`src/rtl/read_2_top.sv`:
```
// read_2_top: 32x32 RAM with a small controller that copies word 2 into word 3
// after reset. The RAM also has a backdoor debug port for writes and reads.
`default_nettype none

module ram2 (
  input  logic        clk,
  input  logic [4:0]  raddr0_i,
  output logic [31:0] rdata0_o,
  input  logic [4:0]  raddr1_i,
  output logic [31:0] rdata1_o,
  input  logic [4:0]  dbg_raddr_i,
  output logic [31:0] dbg_rdata_o,
  input  logic [4:0]  waddr_i,
  input  logic [31:0] wdata_i,
  input  logic        wen_i,
  input  logic [4:0]  dbg_waddr_i,
  input  logic [31:0] dbg_wdata_i,
  input  logic        dbg_wen_i
);
  logic [31:0] mem_q [32];

  // No reset on the array. When both ports hit the same address, the debug
  // port is the later assignment and therefore wins.
  always_ff @(posedge clk) begin
    if (wen_i) begin
      mem_q[waddr_i] <= wdata_i;
    end
    if (dbg_wen_i) begin
      mem_q[dbg_waddr_i] <= dbg_wdata_i;
    end
  end

  assign rdata0_o    = mem_q[raddr0_i];
  assign rdata1_o    = mem_q[raddr1_i];
  assign dbg_rdata_o = mem_q[dbg_raddr_i];
endmodule

module read_2 (
  input  logic        clk,
  input  logic        rst_n_i,
  input  logic [31:0] rdata_0_i,
  output logic [4:0]  raddr_0_o,
  output logic [4:0]  waddr_0_o,
  output logic [31:0] wdata_0_o,
  output logic        wen_0_o,
  output logic        valid_o
);
  typedef enum logic [1:0] {
    IDLE  = 2'd0,
    READ  = 2'd1,
    WRITE = 2'd2,
    DONE  = 2'd3
  } state_t;

  state_t      state_q, state_d;
  logic [31:0] data_q, data_d;

  always_ff @(posedge clk or negedge rst_n_i) begin
    if (!rst_n_i) begin
      state_q <= IDLE;
      data_q  <= 32'd0;
    end else begin
      state_q <= state_d;
      data_q  <= data_d;
    end
  end

  always_comb begin
    state_d   = state_q;
    data_d    = data_q;
    raddr_0_o = 5'd0;
    waddr_0_o = 5'd0;
    wdata_0_o = 32'd0;
    wen_0_o   = 1'b0;
    valid_o   = 1'b0;
    case (state_q)
      IDLE: begin
        state_d = READ;
      end
      READ: begin
        raddr_0_o = 5'd2;
        data_d    = rdata_0_i;
        state_d   = WRITE;
      end
      WRITE: begin
        waddr_0_o = 5'd3;
        wdata_0_o = data_q;
        wen_0_o   = 1'b1;
        state_d   = DONE;
      end
      DONE: begin
        valid_o = 1'b1;
      end
      default: begin
        state_d = IDLE;
      end
    endcase
  end
endmodule

module read_2_top (
  input  logic        clk,
  input  logic        rst,
  input  logic [4:0]  debug_write_addr,
  input  logic [31:0] debug_write_data,
  input  logic        debug_write_en,
  input  logic [4:0]  debug_addr,
  output logic [31:0] debug_data,
  input  logic [4:0]  raddr1,
  output logic [31:0] rdata1,
  output logic        valid
);
  logic [4:0]  raddr_0;
  logic [31:0] rdata_0;
  logic [4:0]  waddr_0;
  logic [31:0] wdata_0;
  logic        wen_0;

  ram2 u_ram (
    .clk         (clk),
    .raddr0_i    (raddr_0),
    .rdata0_o    (rdata_0),
    .raddr1_i    (raddr1),
    .rdata1_o    (rdata1),
    .dbg_raddr_i (debug_addr),
    .dbg_rdata_o (debug_data),
    .waddr_i     (waddr_0),
    .wdata_i     (wdata_0),
    .wen_i       (wen_0),
    .dbg_waddr_i (debug_write_addr),
    .dbg_wdata_i (debug_write_data),
    .dbg_wen_i   (debug_write_en)
  );

  read_2 u_ctrl (
    .clk       (clk),
    .rst_n_i   (rst),
    .rdata_0_i (rdata_0),
    .raddr_0_o (raddr_0),
    .waddr_0_o (waddr_0),
    .wdata_0_o (wdata_0),
    .wen_0_o   (wen_0),
    .valid_o   (valid)
  );
endmodule

`default_nettype wire

```
`config.mk`:
```
export PLATFORM = sky130hd
export DESIGN_NAME = read_2_top
export DESIGN_NICKNAME = d
export VERILOG_FILES = /design/src/rtl/read_2_top.sv
export SDC_FILE = /design/constraint.sdc
export NUM_CORES = 1
export LEC_CHECK = 0
export CORE_UTILIZATION = 40
export DETAILED_ROUTE_END_ITERATION = 12
export GPL_ROUTABILITY_DRIVEN = 0
export HOLD_SLACK_MARGIN = 0.03
export PLACE_DENSITY = 0.62
export SYNTH_ARGS = -nofsm -noshare
export SYNTH_HDL_FRONTEND = slang
export SYNTH_SLANG_ARGS = --single-unit
```
`constraint.sdc`:
```
create_clock -name clk -period 2.5 [get_ports clk]
set_clock_uncertainty 0.1 [all_clocks]
set_input_delay 0.375 -clock clk [delete_from_list [all_inputs] [get_ports clk]]
set_output_delay 0.375 -clock clk [all_outputs]
set_load 0.01 [all_outputs]
```
== After elaboration in Yosys (flattened, before gate mapping) ==
Memory sizes are Yosys's and may differ from the RTL's. A register that Yosys moved wholly into a read port is not among the register bits.
Index checks and enable logic that the tools add are counted.

* Bits in registers: 2
* RAM bits: 1,024
* Output and inout bits: 65
* Word-level logic and storage cells: 18
* Memories kept: 1

{| class="wikitable"
|+ Memories
! memory !! words !! width !! read ports !! clocked after Yosys merged registers in !! wr ports !! RTL line !! source
|-
| u_ram.mem_q || 32 || 32 || 3 || 1 || 2 || 20 || <nowiki>logic [31:0] mem_q [32];</nowiki>
|}

* Eq/ne operators: 3
* Mux-type cells: 10
* Reductions and logical operators: 3

{| class="wikitable"
|+ Operator list
! operator !! count
|-
| two-way mux 32 bit || 1
|-
| two-way mux 1 bit || 6
|-
| case mux 2 bit (3 select lines) || 1
|-
| == test 2 bit (second input constant) || 2
|-
| two-way mux 2 bit || 2
|-
| nonzero test 3 bit || 1
|-
| == test 2 x 1 -> 1 bit (second input constant) || 1
|-
| zero test 2 bit || 1
|-
| zero test 1 bit || 1
|}

== Logic depth before layout (Yosys ltp) ==
* Depth after elaboration: 4
* Gate-level depth with buffers: 8
* Mapped depth without buffers: 5

== Modules after synthesis ==
Synthesis repeated with hierarchy kept, for this count alone.

* Cells, all modules: 6,040
* Area total of the unflattened synthesis: 72,060.4 sq um

{| class="wikitable"
|+ Modules (own cells, without submodules)
! module !! instances !! cells an instance !! area an instance (sq um) !! seq. area each (sq um)
|-
| ram2 || 1 || 5,913 || 70,286.2 || 30,749.5
|-
| read_2 || 1 || 127 || 1,774.2 || 850.8
|}

== Least setup slack after synthesis ==
OpenSTA, ideal clock, no wires.

* Path kind: in2reg
* From: input port debug_write_addr[1]
* To: memory u_ram.mem_q[20][0], enable pin
* Library setup time: 421 ps
* Data arrival time: 2,387 ps
* Data required time: 1,979 ps
* Slack: -408 ps
* Stages: 3
* Buffers on the path: 1
* Path through: or3b_2 -> clkbuf_1 -> nor2_1

{| class="wikitable"
|+ RTL lines
! item !! RTL line !! source
|-
| start: declaration || 104 || <nowiki>input logic [4:0] debug_write_addr,</nowiki>
|-
| end: declaration || 20 ||
|}

==> reports/metrics.csv <==
stage,metric,value,unit
synth,ys_seq_elements,1058,
place,portBuffers,114,
drt,vias,35000,
global_routing,grt_max_degree,32,
synth,ys_async_sr_fraction,3.21,%
clock_network,insertion_delay,700,ps
place,postPlaceCellArea,0.0584,mm²
pwr,leakage,0.0247,µW
clock_network,cts_tree,done,
finish,drive_gt1_share,26.5,%
run_status,violations,"design-rule violations, negative setup slack",
timing,relSlewSlack,40.2,%
timing,finalMaxSlewViolations,0,
drt,drt-initial-drc-count,3758,
global_routing,antenna_found_initial,8,
synth,syn_inst,3501,
critical_path,path_buf_inv,3,
critical_path,cp_common_cell,buf_6,
critical_path,cpPeakStageDelay,390,ps
critical_path,cp_top_family,compound AO/OA/AOI/OAI gates,
die,die_y,357,µm
synth,synth_warnings,0,
die,die_x,357,µm
synth,synth_seq_area_share,62.8,%
synth,synth_compound_area_share,7.80,%
synth,yosys_most_used_dff,edfxtp_1,
pwr,powerDensity,640,mW/mm²
place,post-place-cells,5491,
synth,synth_edf_count,1024,
synth,synth.area.top_cells,"edfxtp_1 (61%), mux2i_1 (20%), a22oi_1 (2.9%), a22o_1 (2.2%), nand3_1 (1.9%)",
critical_path,crit_arrival,2280,ps
critical_path,critPathMaxFanout,2,
clock_network,path_clk_slew,60,ps
synth,netlist.area_leader.share,61.1,%
drt,wire_per_inst,29.8,µm
global_routing,grt_pass1_vias,34500,
synth,syn_area,0.0503,mm²
global_routing,grt_use_total,26.5,%
synth,syn_area_per_cell,14.4,µm²
finish,design_area,0.0645,mm²
run_status,status,"complete, but fails checks",
synth,yosys.area_share.adder,0.124,%
drt,ant_nets,0,
timing,rsz0062_at_grt,yes,
timing,setup_violations,53,
synth,yosysTopAreaCell,edfxtp_1,
synth,synthSimpleGateAreaFrac,4.60,%
flow_run,cap_violations,0,
timing,clock.fmax,363,MHz
critical_path,cpMaxStageDelayCell,edfxtp_1,
hold_path,min_path_type,input port to async pin,
finish,syn2layout_area_growth,28.1,%
timing,hold_slack,276,ps
die,io_pins,115,
synth,synth_xor_area_share,0,%
finish,final_nets,4115,
synth,synth_common_cells,"mux2i_1 (1026), edfxtp_1 (1024), nand2_1 (194), nand3_1 (194)",
finish,fin_cells,5789,
finish,fill_cells,10300,
critical_path,path_class,register to output port,
die,start_util,40.5,%
clock_network,cts_buffer_depth,3,
clock_network,cts_buffers,109,
global_routing,grt_pass1_wl,242000,µm
global_routing,overflow,0,
synth,synth.mux.area_fraction,22.1,%
timing,final.period_utilization,110,%
clock_network,cts.htree.levels,3,
die,die_area,0.127,mm²
timing,layout_setup_ws,-255,ps
drt,via_per_inst,6.05,
critical_path,crit_required,2030,ps
pwr,peakVddDrop,0.615,mV
drt,wl,172000,µm
synth,synth_top_family_by_area,multiplexers,
clock_network,cts-root-buf,clkbuf_16,
critical_path,critPathCaptureType,output port,
place,dp_hpwl,109000,µm
drt,post-route-drc-count,2,
die,core-area,0.124,mm²
timing,finalHoldViolations,0,
synth,synth_cell_types,29,
place,preCtsSetupSlack,-1040,ps
synth,syn_nets,3556,
critical_path,worst_setup_path_start_kind,register,
critical_path,path_cells,buf_6 > mux2i_1 > a22o_1 > nor3_2 > a31oi_2 > nand3_2 > buf_6 > buf_6,
timing,fin_crit,2760,ps
clock_network,numClockSinks,1058,
timing,tightest_slew,897,ps
drt,firstDrtPassIters,10,
die,rows,129,
synth,yosysMostFrequentCell,mux2i_1,
## worst reg2reg max path, stage by stage, from the launching register on
cell     delay (ps)
dfrtp_1         410
inv_1           110
ha_2            180
buf_4           350
mux2_2          430
## metrics by stage
stage	TNS (ps)	power, µW	util (%)
final	-4400	41200	51.9
after global routing	-8500	42300	51.9
after CTS	-6260	41300	51.6
after detailed placement	-65640	24500	47.0
after global placement	-65400	24400	47.0
after floorplan	-147730	22100	-
## layout make-up
cell class,count,area (µm²),area share (%)
Tap cell,1637,2050,3.18
Antenna cell,3,7.51,0.0116
Inverter,2,7.51,0.0116
Timing Repair Buffer,709,8430,13.1
Clock inverter,66,668,1.04
Sequential cell,1058,31600,49.0
Multi-Input combinational cell,2180,18800,29.1
Clock buffer,134,2930,4.55
## cell families after synthesis
kind of cell               count (synthesis)
AOI/OAI and AO/OA                        576
adders and majority gates                  5
buffers and inverters                    263
DFF                                     1058
muxes                                   1090
and+or+nand+nor                          509
## routing by layer
metal	global-route usage, %	vias up	part of all wire [%]
li1	-	14900	-
met1	36.8	18000	42
met2	41.9	1740	46
met3	5.25	333	9.0
met4	7.77	4	3.1
met5	0	-	0.014
## where the power goes
group | total (µW) | internal, µW | switching (µW)
Sequential | 19700 | 19600 | 93.0
Combinational | 4890 | 2160 | 2730
Clock | 16600 | 9630 | 6980
Total | 41200 | 31400 | 9810
## registers in the layout (all words and copies together) (netlist names)
signal and count:
u_ctrl.data_q 32, u_ctrl.state_q 2, u_ram.mem_q 1024
## final timing paths
check / startpoint / endpoint / slack, ps / cells after the start
min in group clk: debug_write_data[21] / u_ram.mem_q[1][21] / 310 / 1
hold / removal: rst / u_ctrl.data_q[17] / 280 / 2
setup reg to reg: u_ctrl.state_q[1] / u_ctrl.data_q[25] / 800 / 4
setup / recovery: u_ram.mem_q[2][17] / rdata1[17] / -260 / 8
max in group asynchronous: rst / u_ctrl.data_q[13] / 1310 / 3
hold reg to reg: u_ctrl.data_q[17] / u_ctrl.data_q[17] / 400 / 1
## placed cells by master, fill, tap and decap left out, types with 33 or more instances in the layout
| master | Yosys | final |
|---|---|---|
| nand3_2 | 0 | 34 |
| a22o_1 | 128 | 128 |
| mux2_2 | 35 | 35 |
| nor2_4 | 0 | 33 |
| clkbuf_16 | 0 | 112 |
| a21oi_1 | 192 | 186 |
| nor3_2 | 0 | 50 |
| buf_4 | 40 | 357 |
| nand3_1 | 194 | 152 |
| clkdlybuf4s50_1 | 0 | 39 |
| buf_6 | 1 | 77 |
| nand2_1 | 194 | 192 |
| dfrtp_1 | 34 | 34 |
| mux2i_1 | 1026 | 1019 |
| a22oi_1 | 192 | 189 |
| edfxtp_1 | 1024 | 1024 |
| buf_12 | 3 | 184 |
## timing repair
action                                  4_1_cts  5_1_grt
endpoints found under the setup margin       64       63
gates resized for setup                     539       47
gates cloned                                 11        2
pin swaps                                   162      115
setup buffers                                83       16
hold buffers                                  1        0
endpoints found under the hold margin        23        0
(Power assumes the default switching activity.)
